$ cat src/rtl/czono_op_sequencer.sv
// rtl/czono_op_sequencer.sv - command sequencer for the constrained-zonotope operator units
// Optional watchdog: define CZ_OP_TIMEOUT_EN to end WAIT with status TIMEOUT after TIMEOUT cycles.
module czono_op_sequencer #(
    parameter int NMAX    = 10,
    parameter int NGMAX   = 5,
    parameter int NCMAX   = 3,
    parameter int NRMAX   = 10,
    parameter int DIM_W   = 8,
    parameter int CNT_W   = 16,
    parameter int TIMEOUT = 1024
) (
    input  logic             clk_i,
    input  logic             rstn_i,
    input  logic             cmd_valid_i,
    output logic             cmd_ready_o,
    input  logic [1:0]       cmd_op_i,
    input  logic [DIM_W-1:0] z_n_i,
    input  logic [DIM_W-1:0] z_ng_i,
    input  logic [DIM_W-1:0] z_nc_i,
    input  logic [DIM_W-1:0] w_n_i,
    input  logic [DIM_W-1:0] w_ng_i,
    input  logic [DIM_W-1:0] w_nc_i,
    input  logic [DIM_W-1:0] r_n_i,
    input  logic [DIM_W-1:0] r_nr_i,
    output logic             start_plus_o,
    output logic             start_image_o,
    output logic             start_inter_o,
    input  logic             done_plus_i,
    input  logic             done_image_i,
    input  logic             done_inter_i,
    output logic             busy_o,
    output logic             rsp_valid_o,
    input  logic             rsp_ready_i,
    output logic [1:0]       rsp_op_o,
    output logic [1:0]       rsp_status_o,
    output logic [CNT_W-1:0] rsp_cycles_o
);

    typedef enum logic [2:0] {S_IDLE, S_CHECK, S_START, S_WAIT, S_RESP} state_t;

    localparam logic [1:0] OP_PLUS   = 2'd0;
    localparam logic [1:0] OP_IMAGE  = 2'd1;
    localparam logic [1:0] OP_INTER  = 2'd2;
    localparam logic [1:0] ST_OK     = 2'd0;
    localparam logic [1:0] ST_DIM    = 2'd1;
    localparam logic [1:0] ST_TOUT   = 2'd2;
    localparam logic [1:0] ST_OP     = 2'd3;
    localparam int         SW        = DIM_W + 2;

`ifdef CZ_OP_TIMEOUT_EN
    localparam bit TO_EN = 1'b1;
`else
    localparam bit TO_EN = 1'b0;
`endif

    state_t             state_q, state_d;
    logic [1:0]         op_q, op_d;
    logic [DIM_W-1:0]   z_n_q, z_n_d, z_ng_q, z_ng_d, z_nc_q, z_nc_d;
    logic [DIM_W-1:0]   w_n_q, w_n_d, w_ng_q, w_ng_d, w_nc_q, w_nc_d;
    logic [DIM_W-1:0]   r_n_q, r_n_d, r_nr_q, r_nr_d;
    logic [CNT_W-1:0]   cnt_q, cnt_d, cnt_inc;
    logic [1:0]         status_q, status_d;
    logic [CNT_W-1:0]   cycles_q, cycles_d;

    // Dimensions widened by two bits so three-term sums cannot wrap.
    logic [SW-1:0] zn, zng, znc, wn, wng, wnc, rn, rnr;
    logic          plus_ok, image_ok, inter_ok, dims_ok, done_sel;

    assign zn  = SW'(z_n_q);
    assign zng = SW'(z_ng_q);
    assign znc = SW'(z_nc_q);
    assign wn  = SW'(w_n_q);
    assign wng = SW'(w_ng_q);
    assign wnc = SW'(w_nc_q);
    assign rn  = SW'(r_n_q);
    assign rnr = SW'(r_nr_q);

    assign plus_ok  = (zn == wn) && (zn >= SW'(1)) && (zn <= SW'(NMAX))
                   && (zng + wng <= SW'(2*NGMAX)) && (znc + wnc <= SW'(2*NCMAX));
    assign image_ok = (rn == zn) && (zn <= SW'(NMAX)) && (rnr >= SW'(1)) && (rnr <= SW'(NRMAX))
                   && (zng <= SW'(NGMAX)) && (znc <= SW'(NCMAX));
    assign inter_ok = (rn == zn) && (rnr == wn) && (zn <= SW'(NMAX)) && (rnr <= SW'(NRMAX))
                   && (zng + wng <= SW'(2*NGMAX))
                   && (znc + wnc + rnr <= SW'(2*NCMAX + NRMAX));

    assign cnt_inc = (cnt_q == {CNT_W{1'b1}}) ? cnt_q : cnt_q + CNT_W'(1);

    always_comb begin
        dims_ok  = 1'b0;
        done_sel = 1'b0;
        case (op_q)
            OP_PLUS:  begin dims_ok = plus_ok;  done_sel = done_plus_i;  end
            OP_IMAGE: begin dims_ok = image_ok; done_sel = done_image_i; end
            OP_INTER: begin dims_ok = inter_ok; done_sel = done_inter_i; end
            default:  begin dims_ok = 1'b0;     done_sel = 1'b0;         end
        endcase
    end

    always_comb begin
        state_d  = state_q;
        op_d     = op_q;
        z_n_d    = z_n_q;
        z_ng_d   = z_ng_q;
        z_nc_d   = z_nc_q;
        w_n_d    = w_n_q;
        w_ng_d   = w_ng_q;
        w_nc_d   = w_nc_q;
        r_n_d    = r_n_q;
        r_nr_d   = r_nr_q;
        cnt_d    = cnt_q;
        status_d = status_q;
        cycles_d = cycles_q;
        case (state_q)
            S_IDLE: begin
                if (cmd_valid_i) begin
                    op_d    = cmd_op_i;
                    z_n_d   = z_n_i;
                    z_ng_d  = z_ng_i;
                    z_nc_d  = z_nc_i;
                    w_n_d   = w_n_i;
                    w_ng_d  = w_ng_i;
                    w_nc_d  = w_nc_i;
                    r_n_d   = r_n_i;
                    r_nr_d  = r_nr_i;
                    state_d = S_CHECK;
                end
            end
            S_CHECK: begin
                if (op_q == ST_OP) begin
                    status_d = ST_OP;
                    cycles_d = '0;
                    state_d  = S_RESP;
                end else if (!dims_ok) begin
                    status_d = ST_DIM;
                    cycles_d = '0;
                    state_d  = S_RESP;
                end else begin
                    state_d  = S_START;
                end
            end
            S_START: begin
                cnt_d   = '0;
                state_d = S_WAIT;
            end
            S_WAIT: begin
                cnt_d = cnt_inc;
                if (done_sel) begin
                    status_d = ST_OK;
                    cycles_d = cnt_inc;
                    state_d  = S_RESP;
                end else if (TO_EN && (cnt_inc == CNT_W'(TIMEOUT))) begin
                    status_d = ST_TOUT;
                    cycles_d = CNT_W'(TIMEOUT);
                    state_d  = S_RESP;
                end
            end
            S_RESP: begin
                if (rsp_ready_i) state_d = S_IDLE;
            end
            default: state_d = S_IDLE;
        endcase
    end

    always_ff @(posedge clk_i or negedge rstn_i) begin
        if (!rstn_i) begin
            state_q  <= S_IDLE;
            op_q     <= '0;
            z_n_q    <= '0;
            z_ng_q   <= '0;
            z_nc_q   <= '0;
            w_n_q    <= '0;
            w_ng_q   <= '0;
            w_nc_q   <= '0;
            r_n_q    <= '0;
            r_nr_q   <= '0;
            cnt_q    <= '0;
            status_q <= '0;
            cycles_q <= '0;
        end else begin
            state_q  <= state_d;
            op_q     <= op_d;
            z_n_q    <= z_n_d;
            z_ng_q   <= z_ng_d;
            z_nc_q   <= z_nc_d;
            w_n_q    <= w_n_d;
            w_ng_q   <= w_ng_d;
            w_nc_q   <= w_nc_d;
            r_n_q    <= r_n_d;
            r_nr_q   <= r_nr_d;
            cnt_q    <= cnt_d;
            status_q <= status_d;
            cycles_q <= cycles_d;
        end
    end

    assign cmd_ready_o   = (state_q == S_IDLE);
    assign busy_o        = (state_q != S_IDLE);
    assign rsp_valid_o   = (state_q == S_RESP);
    assign start_plus_o  = (state_q == S_START) && (op_q == OP_PLUS);
    assign start_image_o = (state_q == S_START) && (op_q == OP_IMAGE);
    assign start_inter_o = (state_q == S_START) && (op_q == OP_INTER);
    assign rsp_op_o      = op_q;
    assign rsp_status_o  = status_q;
    assign rsp_cycles_o  = cycles_q;

endmodule
$ cat config.mk
export PLATFORM = sky130hd
export DESIGN_NAME = czono_op_sequencer
export DESIGN_NICKNAME = d
export VERILOG_FILES = /design/src/rtl/czono_op_sequencer.sv
export SDC_FILE = /design/constraint.sdc
export NUM_CORES = 1
export LEC_CHECK = 0
export BUFFER_PORTS_ARGS = -buffer_cell sky130_fd_sc_hd__buf_4
export CAP_MARGIN = 20
export CELL_PAD_IN_SITES_DETAIL_PLACEMENT = 2
export CELL_PAD_IN_SITES_GLOBAL_PLACEMENT = 2
export CORE_UTILIZATION = 40
export DETAILED_ROUTE_END_ITERATION = 12
export HOLD_SLACK_MARGIN = 0.08
export PLACE_DENSITY_LB_ADDON = 0.1
export SLEW_MARGIN = 20
export SYNTH_ARGS = -nofsm -noshare
export SYNTH_HDL_FRONTEND = slang
export SYNTH_SLANG_ARGS = --single-unit
$ cat constraint.sdc
create_clock -name clk_i -period 8.2 [get_ports clk_i]
set_input_delay 0 -clock clk_i [delete_from_list [all_inputs] [get_ports clk_i]]
set_output_delay 0 -clock clk_i [all_outputs]
set_load 0.005 [all_outputs]
==> After elaboration in Yosys (flattened, before gate mapping) <==
Cells that the tools add are included.
{ "totals": {"ff_bits": 103, "latch_bits": 0, "mem_bits_rw": 0, "mem_bits_ro": 0, "inputBits": 73, "elab_cells": 84, "n_memories": 0} }
{ "classes": {"n_addsub": 4, "mul": 0, "div": 0, "order_cmp": 9, "n_eq_ne": 15, "n_shift": 0, "n_mux": 18, "bitwise_logic": 0, "reduce_logical": 25} }
{ "op_table": {"columns": ["op", "count"], "rows": [
  ["$mux W16", 4],
  ["$pmux W16 S2", 2],
  ["$eq A8 B8 Y1", 3],
  ["$add A8 B8 Y9", 2],
  ["$logic_and A1 B1 Y1", 17],
  ["$add A16 B1 Y16 const B", 1],
  ["$eq A16 B16 Y1 const B", 1],
  ["$ge A8 B1 Y1 const B", 2],
  ["$le A8 B4 Y1 const B", 2],
  ["$mux W3", 5],
  ["$pmux W3 S5", 1],
  ["$add A9 B8 Y10", 1],
  ["$le A10 B3 Y1 const B", 1],
  ["$le A10 B5 Y1 const B", 1],
  ["$le A9 B4 Y1 const B", 1],
  ["$le A8 B2 Y1 const B", 1],
  ["$le A8 B3 Y1 const B", 1],
  ["$eq A3 B2 Y1 const B", 2],
  ["$mux W2", 3],
  ["$pmux W1 S3", 2],
  ["$reduce_and A3 Y1", 2],
  ["$eq A2 B2 Y1 const B", 2],
  ["$ne A2 B2 Y1 const B", 2],
  ["$pmux W2 S2", 1],
  ["10 further kinds", 11]
]} }

==> Depth between registers and ports, before layout <==
Gate-level depths: netlist (run 1).
{ "logic_depth": {"ltp_word": 10, "depth_mapped": 17} }

==> Worst setup path before layout (run 1) <==
No wires, ideal clock.
{ "synth_timing": {"kind": "reg2reg", "from": "reg z_nc_q[2]", "to": "reg cycles_q[11] (netlist: rsp_cycles_o[11])", "arrival_ps": 3916, "slack_ps": 4220, "path_stages_with_launch": 15, "path_cell_list": "dfrtp_1 -> ha_1 -> and3_1 -> a221o_1 -> nor2_1 -> xnor2_1 -> ha_1 -> a2111o_1 -> or4_1 -> or4_1 -> a2111oi_4 -> a221oi_2 -> a21oi_4 -> buf_6 -> a22o_2"} }
{ "synth_via": {"elab_chain_cells": 7, "elab_cells_between_ends": 11, "classes_between": "2 x add/sub; 3 x order compare; 1 x eq/ne; 1 x mux; 4 x reduce/logical"} }
{ "synth_lines": {"columns": ["element", "line_no", "text"], "rows": [
  ["start: declaration", "58", "logic [DIM_W-1:0] z_n_q, z_n_d, z_ng_q, z_ng_d, z_nc_q, z_nc_d;"],
  ["start signal: assignment", "184", "z_nc_q <= z_nc_d;"],
  ["$add A8 B8 Y9", "79, 84", null],
  ["$add A9 B8 Y10", "84", "&& (znc + wnc + rnr <= SW'(2*NCMAX + NRMAX));"],
  ["$le A10 B5 Y1", "84", null],
  ["$logic_and A1 B1 Y1", "84", null],
  ["$pmux W1 S3 *", "91", "case (op_q)"],
  ["$ne A3 B3 Y1 (no line) *", null, null],
  ["$reduce_and A3 Y1 (no line) *", null, null],
  ["end signal: assignment", "192", "cycles_q <= cycles_d;"],
  ["end: declaration", "63", "logic [CNT_W-1:0] cycles_q, cycles_d;"]
]} }
Every way passes the cells marked *; elsewhere a longest branch is shown, timed or not.
A chain may end at the register's enable or synchronous reset.

==> Worst setup path after layout (run 1) <==
{ "layout_timing": {"from": "reg w_nc_q[0]", "to": "reg state_q[2]"} }
{ "layout_via": {"elab_chain_cells": 8, "elab_cells_between_ends": 10, "classes_between": "2 x add/sub; 2 x order compare; 4 x mux; 2 x reduce/logical"} }
{ "layout_lines": {"columns": ["element", "line_no", "text"], "rows": [
  ["start: declaration", "59", "logic [DIM_W-1:0] w_n_q, w_n_d, w_ng_q, w_ng_d, w_nc_q, w_nc_d;"],
  ["start signal: assignment", "187", "w_nc_q <= w_nc_d;"],
  ["$add A8 B8 Y9 *", "79, 84", null],
  ["$add A9 B8 Y10", "84", null],
  ["$le A10 B5 Y1", "84", null],
  ["$logic_and A1 B1 Y1", "84", null],
  ["$pmux W1 S3 *", "91", null],
  ["$mux W3 *", "133", "end else if (!dims_ok) begin"],
  ["$mux W3 *", "129", "if (op_q == ST_OP) begin"],
  ["$pmux W3 S5 *", "113", "case (state_q)"],
  ["end signal: assignment", "180", "state_q <= state_d;"],
  ["end: declaration", "56", "state_t state_q, state_d;"]
]} }
Marked as above.

==> summary.md, run 1 <==
| Metric | Value |
|---|---|
| First-pass GRT wire length | 34400 µm |
| Max Clock Freq | 205 MHz |
| Vias per cell | 5.82 |
| Syn Area/Cell | 11.2 µm² |
| Non-filler instance count after layout | 854 |
| Synth Register Bits | 103 |
| Synth top area share | 45.6% |
| Final setup viols | 0 |
| Grt ovf | 0 |
| RR Endpoint | state_q[2] |
| Nets | 769 |
| Final worst slack | 3.31 ns |
| Top post-synthesis cells by area | dfrtp_1, mux2_2, ha_1, xor2_1, xnor2_1 |
| Port bufs | 98 |
| Drt drc | 0 |
| Post-synth EDFFs | 0 |
| Clock root cell | clkbuf_16 |
| Sequential share of power | 28.4% |
| Yosys warns | 0 |
| Synth top cells by count | dfrtp_1, mux2_2, nand2_1, nor2_1, ha_1 |
| Pin count of the biggest net entering global routing | 71 |
| H-tree depth | 3 |
| Crit-path max FO | 18 |
| Power Density | 429 nW/µm² |
| RSZ-0062 raised after global routing | no |
| Critical path cell sequence | ha_1 -> inv_1 -> fa_1 -> nor2b_1 -> o21ai_0 -> xnor2_1 -> ha_1 -> nor2_1 -> a2111o_1 -> or4_1 -> or4_1 -> a2111oi_4 -> a221oi_2 -> a21oi_4 -> o41ai_1 |
| Leak | 3.37 nW |
| TritonRoute pass-1 iters | 6 |
| Most used DFF post-synth | dfrtp_1 |
| Routed vias | around 5000 |
| Top cell family by delay on the critical path | compound AO/OA/AOI/OAI gates |
| Worst setup path category | reg2reg |
| CP Capture Point | state_q[2] |
| Std-Cell Rows | 43 |
| Max_cap viols | 0 |
| Status | finished, final reports clean |
| Synth async-reset ratio | between 90% and 100% |
| Final hold slack | around 0.15 ns |
| Tmin final | 4.89 ns |
| Most frequent cell after synthesis | dfrtp_1 |
| Clk pwr share | 15.4% |
| Die width | between 100 and 150 µm |
| Final hold violations | 0 |
| CTS buffer count | 9 |
| Sw frac | a little under half |
| Iteration-0 DRC count of the detailed router | 278 |
| Worst-path clk slew | 0.08 ns |
| Clk sinks | 103 |
| Slew Viols, Final | 0 |
| Setup crit start kind | flop |
| Area grow syn2layout | 34.3% |
| Initial Util | between 40 and 50% |
| Sequential-to-total area share from yosys stat | 45.6% |
| Slowest cell on the critical path | or4_1 |
| Die Span Y | about 120 µm |
| Avg WL per Cell | 26.1 µm |
| Post-cts resize count | 0 |
| Crit path DAT | 5.10 ns |
| Post-Syn Instances | 503 |
| Final wirelength | around 22000 µm |
| Place WS | 3.66 ns |
| GRT Util Overall | 32.2% |
| Clk buf depth | 2 |
| Reg2reg start | w_nc_q[0] |
| Reg2Reg Depth | 15 |
| Tcrit/Tclk final | between 50 and 60% |
| Placed insts | 768 |
| Levels on crit path | 15 |
| Cell Area, Synth | 5660 µm² |
| Setup TNS | 0 ns |
| Critical Path Source | w_nc_q[0] |
| Comb pwr share | between 50% and 60% |
| Headroom to the max-slew limit | 30.4% |
| Peak VDD IR | 178 µV |
| Net Count, Synth | between 600 and 700 |
| Initial antenna violation count | 1 |
| I/O pin count | 99 |
| Final ANT Viol Nets | 0 |
| Internal power | ~1.8 mW |
| Hold crit path type | in2reg |
| CP max stage delay | 0.55 ns |
| Crit. End Element | flop |
| Leading area contributor after synthesis | dfrtp_1 |
| Layout cells sized above 1 | ~30% |
| Req. time, crit path | 8.41 ns |
| Psw | 1.50 mW |
| CTS tree | built |
| Reg-to-reg setup timing slack | 3.31 ns |
| Post-route clock skew | around 0.019 ns |
| Worst path buffer plus inverter count | 1 |
| Vias in the first global route | 5783 |
| Count of cell types in the netlist | 57 |
| Hpwl dp | 11800 µm |
| Tightest Pin Transition | 1.04 ns |
| Clk Latency, worst-skew pair | 0.37 ns |
| Die Area | 14600 µm² |
| CORE AREA | around 14000 µm² |
| RD Place Congestion | 0.813 |
==> routing by layer <==
metal / part of all wire [%] / vias up / wire [µm] / GRT usage (%)
li1: - / 2202 / - / -
met1: 40 / 2561 / 9040 / 37.4
met2: 52 / 150 / 11600 / 57.5
met3: 3.5 / 60 / 772 / 4.65
met4: 4.2 / 0 / 931 / 16.4
met5: 0 / - / 0 / 0
==> flip-flops by register name, indices dropped and copies added (netlist names) <==
signal and cells:
z_ng_q 8, w_n_q 8, state_q 3, w_ng_q 8
rsp_cycles_o 16, r_n_q 8, w_nc_q 8, r_nr_q 8
rsp_op_o 2, z_nc_q 8, z_n_q 8, cnt_q 16
rsp_status_o 2
==> worst min path at each step <==
stage / slack [ns] / cells after the start / end / from
after floorplan: -0.30 / 0 / cnt_q[0] / rstn_i
final: 0.15 / 4 / rsp_cycles_o[12] / done_inter_i
after global routing: 0.18 / 4 / rsp_cycles_o[12] / done_inter_i
after global placement: 0.07 / 1 / w_ng_q[4] / rstn_i
after CTS: 0.13 / 4 / rsp_cycles_o[15] / done_inter_i
after detailed placement: 0.09 / 1 / w_ng_q[4] / rstn_i
==> cells in the final DEF, fill, tap and decap left out, drive strengths merged, types with 8 or more instances in the layout <==
cell           n
xor2          23
clkbuf        12
dfrtp        103
xnor2         20
or4            8
nor3          13
a21o          14
buf          101
ha            25
nor4           8
nand2         29
inv           15
mux2          62
a22o          12
nand3          9
nor2          26
o31ai          8
dlygate4sd3   69
o21ai         16
a21oi         19
==> through the flow <==
step / area [µm²] / util [%] / power (mW)
2_1_floorplan: 5660 / - / 2.05
3_3_place_gp: 6580 / 47.6 / 2.39
3_5_place_dp: 6580 / 47.6 / 2.50
4_1_cts: 7600 / 55.0 / 3.05
5_1_grt: 7600 / 55.0 / 3.42
6_report: 7600 / 55.0 / 3.26
==> power groups by stage <==
stage | Sequential [mW] | Clock (mW) | Combinational, mW
detailed placement | 0.911 | 0 | 1.59
floorplan | 0.821 | 0 | 1.23
global route | 0.948 | 0.524 | 1.95
finish | 0.926 | 0.502 | 1.83
CTS | 0.902 | 0.500 | 1.65
global placement | 0.897 | 0 | 1.49
==> cell families after synthesis <==
| group | after synthesis | share of synthesized area [%] |
|---|---|---|
| buf+inv | 30 | 2.12 |
| simple gates | 128 | 11.8 |
| flops | 103 | 45.6 |
| compound gates | 104 | 14.0 |
| xor+xnor | 43 | 6.66 |
| mux | 67 | 13.2 |
| fa+ha+maj | 28 | 6.59 |
==> layout make-up <==
type                            instances  area (µm²)
Antenna cell                            1        2.50
Clock buffer                           12         256
Clock inverter                          4        76.3
Fill cell                            1333        6230
Inverter                               14        52.6
Multi-Input combinational cell        370        2960
Sequential cell                       103        2580
Tap cell                              180         225
Timing Repair Buffer                  170        1450
==> worst min-delay path, stage by stage <==
cell and delay (ns):
buf_4 0.08, a311oi_1 0.10, buf_4 0.17, o2bb2ai_1 0.13
==> repair_timing <==
item / 4_1_cts / 5_1_grt
buffers inserted: 0 / 0
hold buffers: 69 / 0
hold endpoints to repair: 118 / 0
Note: power is estimated with default switching activity, not from simulation.
==> run 2, diff against run 1 <==
--- a/config.mk
+++ b/config.mk
@@ -5,11 +5,12 @@
 export SDC_FILE = /design/constraint.sdc
 export NUM_CORES = 1
 export LEC_CHECK = 0
+export ABC_AREA = 1
 export BUFFER_PORTS_ARGS = -buffer_cell sky130_fd_sc_hd__buf_4
 export CAP_MARGIN = 20
 export CELL_PAD_IN_SITES_DETAIL_PLACEMENT = 2
 export CELL_PAD_IN_SITES_GLOBAL_PLACEMENT = 2
-export CORE_UTILIZATION = 40
+export CORE_UTILIZATION = 34
 export DETAILED_ROUTE_END_ITERATION = 12
 export HOLD_SLACK_MARGIN = 0.08
 export PLACE_DENSITY_LB_ADDON = 0.1
==> constraint.sdc (replaced) <==
create_clock -name clk_i -period 4.7 [get_ports clk_i]
set_input_delay 0 -clock clk_i [delete_from_list [all_inputs] [get_ports clk_i]]
set_output_delay 0 -clock clk_i [all_outputs]
set_load 0.005 [all_outputs]
==> summary.md, run 2 <==
| Metric | Value |
|---|---|
| Crit-path max FO | 19 |
| Grt ovf | 0 |
| Headroom to the max-slew limit | a little over two fifths |
| Setup TNS | 0 ns |
| Clk Latency, worst-skew pair | 0.36 ns |
| Worst setup path category | reg2reg |
| Die Span Y | 134 µm |
| Hold crit path type | in2reg |
| Placed insts | 1024 |
| Layer carrying the most global-route usage | met2 |
| Slew Viols, Final | 0 |
| Cell Area, Synth | 5940 µm² |
| Tmin final | around 3.7 ns |
| Clk buf depth | 2 |
| Diode count | 0 |
| Crit. End Element | flop |
| Commonest non-fill, non-tap cell in the layout | nand2_1 |
| Top cell family by delay on the critical path | simple AND/OR/NAND/NOR gates |
| Peak VDD IR | 318 µV |
| Most frequent cell after synthesis | nand2_1 |
| Synth top cells by count | nand2_1, dfrtp_1, inv_1, nor2_1, nand3_1 |
| Synth Register Bits | 103 |
| Pin count of the biggest net entering global routing | 92 |
| WHS Path Cells | 4 |
| Vias in the first global route | 6557 |
| CTS tree | built |
| RR Endpoint | rsp_cycles_o[6] |
| Syn Area/Cell | 8.28 µm² |
| Net Count, Synth | 819 |
| RSZ-0062 raised after global routing | no |
| Reg2Reg Depth | 25 |
| Die Area | about 18000 µm² |
| Met2 Use GR | between 40% and 50% |
| Most used cell, CP | nand2_1 |
| Leak | between 3 and 4 nW |
| Final ANT Viol Nets | 0 |
| Max Clock Freq | ~270 MHz |
| H-tree depth | 3 |
| Nets | 986 |
| Synth top area share | 43.4% |
| Top post-synthesis cells by area | dfrtp_1, nand2_1, mux2_2, inv_1, ha_1 |
| Tightest Pin Transition | ~0.87 ns |
| Most frequent cells in the layout | nand2_1, dfrtp_1, buf_4 |
| GRT Util Overall | 25.3% |
| Worst-path clk slew | 0.08 ns |
| Tcrit/Tclk final | between 70 and 80% |
| I/O pin count | 99 |
| Worst path buffer plus inverter count | 3 |
| Initial Util | 35.3% |
| Synth async-reset ratio | 100% |
| Post-cts resize count | 0 |
| M1 GR Usage | 28.6% |
| Req. time, crit path | 4.95 ns |
| Non-filler instance count after layout | 1110 |
| Final wirelength | 21500 µm |
| Routed vias | about 5600 |
| Status | finished, final reports clean |
| Post-route clock skew | between 0.007 and 0.008 ns |
| Reg-to-reg setup timing slack | 1.05 ns |
| Sequential-to-total area share from yosys stat | 43.4% |
| Layout cells sized above 1 | 19.7% |
| Flip-flop and latch area | 2580 µm² |
| Final setup viols | 0 |
| Max_cap viols | 0 |
| Multi-input logic area | 2930 µm² |
| Initial antenna violation count | 0 |
| Slowest cell on the critical path | fa_1 |
| Crit path DAT | between 3 and 4 ns |
| TritonRoute pass-1 iters | 4 |
| Post-synth EDFFs | 0 |
| RD Place Congestion | roughly 0.86 |
| # fillers | 1876 |
| First-pass GRT wire length | 34700 µm |
| Drt drc | 0 |
| Avg WL per Cell | 19.4 µm |
| Port bufs | 98 |
| CTS buffer count | 9 |
| Hold path start | done_plus_i |
| Final hold violations | 0 |
| Std-Cell Rows | 47 |
| Setup crit start kind | flop |
| Vias per cell | 5.06 |
| Hpwl dp | 14600 µm |
| Hold EP | state_q[1] |
| Grt met3 use | 4.12% |
| Iteration-0 DRC count of the detailed router | 169 |
| Power Density | between 600 and 700 nW/µm² |
| Reg2reg start | z_nc_q[0] |
| CP max stage delay | 0.39 ns |
| Clock root cell | clkbuf_16 |
| Leading area contributor after synthesis | dfrtp_1 |
| Die width | between 100 and 150 µm |
| Area grow syn2layout | 32.7% |
| CORE AREA | 16800 µm² |
| Count of cell types in the netlist | 41 |
| Yosys warns | 0 |
| Most used DFF post-synth | dfrtp_1 |
| Clk sinks | roughly 100 |
| Post-Syn Instances | 718 |
[run 2: power breakdown]
part | switching, mW | total [mW] | internal (mW)
Clock | 0.362 | 0.723 | 0.361
Combinational | 1.98 | 3.25 | 1.27
Sequential | 0.335 | 1.53 | 1.20
Total | 2.67 | 5.50 | 2.83
[run 2: worst min-delay path, stage by stage]
cell and delay, ns:
buf_4 0.08, nand2_1 0.07, nand4_4 0.27, nand3_1 0.11
[run 2: area by class of cell]
class                   count  area share [%]
clock buffers              11            2.95
clock inverters             5           0.413
flip-flops and latches    103            32.7
well taps                 220            3.49
repair buffers            170            18.6
inverters                  99            4.71
multi-input cells         502            37.1
[run 2: metal layers]
| layer | vias up | share of wire, % |
|---|---|---|
| met5 | - | 0 |
| met4 | 0 | 2.5 |
| met3 | 31 | 2.3 |
| met2 | 101 | 54 |
| met1 | 2822 | 41 |
| li1 | 2667 | - |
[run 2: how the worst max path moves through the flow]
stage | startpoint | endpoint | slack [ns] | cells after the start
final | z_nc_q[0] | rsp_cycles_o[6] | 1.05 | 25
after global routing | z_nc_q[0] | rsp_cycles_o[4] | 0.66 | 24
after CTS | w_nc_q[0] | rsp_cycles_o[3] | 0.99 | 25
after detailed placement | w_nc_q[0] | rsp_cycles_o[3] | 1.04 | 25
after global placement | z_nc_q[0] | rsp_cycles_o[3] | 1.28 | 25
after floorplan | z_nc_q[0] | rsp_status_o[0] | 1.58 | 26
[run 2: repair_timing]
| item | CTS | global route |
|---|---|---|
| setup buffers | 0 | 0 |
| hold buffers | 69 | 0 |
| endpoints found under the hold margin | 128 | 0 |
[run 2: cells by family after synthesis]
kind of cell	count (synthesis)	share of synthesized area (%)
and+or+nand+nor	316	23.3
buffers and inverters	113	7.49
DFF	103	43.4
AOI/OAI and AO/OA	99	9.09
muxes	41	7.77
adders and majority gates	28	6.27
xor gates and xnor gates	18	2.65
[run 2: through the flow]
step           worst slack, ns  hold slack, ns  utilization, %  power (mW)  instance area, µm²
4_1_cts                  0.987           0.217            46.7        5.46                7860
3_3_place_gp              1.28           0.161            41.0        4.40                6900
3_5_place_dp              1.04           0.175            41.0        4.65                6900
5_1_grt                  0.658           0.244            46.9        6.02                7890
6_report                  1.05           0.214            46.9        5.50                7890
2_1_floorplan             1.58          -0.296               -        3.71                5940
==> run 3, diff against run 2 <==
--- a/config.mk
+++ b/config.mk
@@ -5,12 +5,12 @@
 export SDC_FILE = /design/constraint.sdc
 export NUM_CORES = 1
 export LEC_CHECK = 0
-export ABC_AREA = 1
+export ABC_AREA = 0
 export BUFFER_PORTS_ARGS = -buffer_cell sky130_fd_sc_hd__buf_4
 export CAP_MARGIN = 20
 export CELL_PAD_IN_SITES_DETAIL_PLACEMENT = 2
 export CELL_PAD_IN_SITES_GLOBAL_PLACEMENT = 2
-export CORE_UTILIZATION = 34
+export CORE_UTILIZATION = 37
 export DETAILED_ROUTE_END_ITERATION = 12
 export HOLD_SLACK_MARGIN = 0.08
 export PLACE_DENSITY_LB_ADDON = 0.1
==> constraint.sdc (replaced) <==
create_clock -name clk_i -period 3.4 [get_ports clk_i]
set_input_delay 0 -clock clk_i [delete_from_list [all_inputs] [get_ports clk_i]]
set_output_delay 0 -clock clk_i [all_outputs]
set_load 0.005 [all_outputs]
==> summary.md, run 3 (synthesized netlist as in run 1, its figures left out) <==
| Metric | Value |
|---|---|
| Worst setup path category | reg2reg |
| Critical Path Source | z_nc_q[1] |
| Clk Latency, worst-skew pair | 0.37 ns |
| Die width | 126 µm |
| Final hold slack | between 0.1 and 0.15 ns |
| Setup crit start kind | flop |
| Most frequent cells in the layout | buf_4, dfrtp_1, dlygate4sd3_1 |
| Vias per cell | about 5.8 |
| Avg WL per Cell | between 20 and 30 µm |
| Commonest non-fill, non-tap cell in the layout | buf_4 |
| Iteration-0 DRC count of the detailed router | between 300 and 400 |
| First-pass GRT wire length | approximately 37000 µm |
| GRT Util Overall | 31.8% |
| Worst-path clk slew | 0.08 ns |
| Place WS | -0.699 ns |
| Placed insts | a little over 800 |
| Final core occ | 54.9% |
| Met2 Use GR | 57.6% |
| Die Span Y | approximately 130 µm |
| Tightest Pin Transition | roughly 1.1 ns |
| Final ANT Viol Nets | 0 |
| Area grow syn2layout | 43.3% |
| Initial Util | 38.3% |
| RSZ-0062 raised after global routing | yes |
| Hpwl dp | 13200 µm |
| Final worst slack | -0.822 ns |
| Max Clock Freq | 237 MHz |
| CORE AREA | 14800 µm² |
| Initial antenna violation count | 1 |
| Vias in the first global route | about 6100 |
| Non-filler instance count after layout | just over 900 |
| Clock root cell | clkbuf_16 |
| WHS Path Cells | 4 |
| Grt met3 use | about 6% |
| Port bufs | 98 |
| Final wirelength | 24000 µm |
| CTS buffer count | 9 |
| I/O pin count | 99 |
| Layer carrying the most global-route usage | met2 |
| Hold EP | rsp_cycles_o[12] |
| Leak | between 3 and 4 nW |
| H-tree depth | 3 |
| Max_cap viols | 0 |
| Die Area | 15800 µm² |
| RR Endpoint | rsp_cycles_o[10] |
| Layout cells sized above 1 | 37.1% |
| Reg2Reg Depth | 14 |
| Drt drc | 6 |
| RD Place Congestion | a little under 0.9 |
| M1 GR Usage | 36.2% |
| Pin count of the biggest net entering global routing | 71 |
| Slew Viols, Final | 0 |
| TritonRoute pass-1 iters | 8 |
| CTS tree | built |
| Clk sinks | approximately 100 |
| Hold crit path type | in2reg |
| Crit path DAT | about 4.5 ns |
| Final hold violations | 0 |
| Reg2reg start | z_nc_q[1] |
| Tmin final | 4.22 ns |
| Routed vias | 5219 |
| Clk buf depth | 2 |
| Std-Cell Rows | 44 |
| Crit-path max FO | 18 |
| Post-route clock skew | 0.0123 ns |
| Final setup viols | 20 |
| Peak VDD IR | 484 µV |
| Hold path start | done_inter_i |
| Reg-to-reg setup timing slack | -0.82 ns |
| Crit. End Element | flop |
| Failing checks | design-rule violations, negative setup slack |
| Power Density | 1130 nW/µm² |
| Tcrit/Tclk final | 124% |
| Grt ovf | 0 |
| Nets | roughly 820 |
| Req. time, crit path | 3.70 ns |
| Headroom to the max-slew limit | ~28% |
| Diode count | 0 |
| Status | complete, but fails checks |
-- run 3: metrics by stage --
step | power, mW | setup TNS (ns) | instance area, µm²
2_1_floorplan | 4.98 | -8.18 | 5690
3_3_place_gp | 6.72 | -10.49 | 6980
3_5_place_dp | 7.11 | -13.45 | 6980
4_1_cts | 8.58 | -13.34 | 8060
5_1_grt | 9.61 | -17.70 | 8110
6_report | 9.18 | -15.54 | 8110
-- run 3: critical path: stages (launching register included) --
cell and delay [ns]:
dfrtp_1 0.40, ha_1 0.30, a21o_1 0.20, a221o_1 0.36
nor2_2 0.17, xnor2_2 0.11, ha_1 0.35, a2111o_1 0.39
or4_4 0.42, or4_4 0.51, a2111oi_4 0.27, a221oi_4 0.15
a21oi_4 0.18, buf_12 0.18, a22o_1 0.18
-- run 3: layout make-up --
type | count | area, µm²
repair buffers | 220 | 1860
flip-flops and latches | 103 | 2580
clock inverters | 7 | 88.8
inverters | 14 | 52.6
clock buffers | 9 | 225
well taps | 184 | 230
fillers | 1439 | 6650
multi-input cells | 370 | 3070
-- run 3: worst max path at each step --
stage | endpoint | cells past startpoint
after floorplan | rsp_cycles_o[11] | 14
after global placement | rsp_cycles_o[11] | 16
after detailed placement | rsp_cycles_o[8] | 16
after CTS | rsp_cycles_o[5] | 14
after global routing | rsp_cycles_o[10] | 14
final | rsp_cycles_o[10] | 14
-- run 3: metal layers --
metal  up-vias  part of all wire (%)
li1       2297                     -
met1      2697                    40
met2       158                    52
met3        65                   4.6
met4         2                   3.9
met5         -                 0.054
-- run 3: timing repair --
item | 4_1_cts | 5_1_grt
gates resized for setup | 8 | 10
setup buffers | 5 | 0
pin swaps | 1 | 1
hold endpoints to repair | 112 | 0
setup endpoints to repair | 20 | 20
hold buffers | 69 | 0
-- run 3: power breakdown --
part	internal [mW]	leakage, nW	switching, mW	total, mW
Sequential	1.65	1.28	0.565	2.22
Clock	0.590	0.155	0.556	1.15
Combinational	2.79	2.19	3.02	5.82
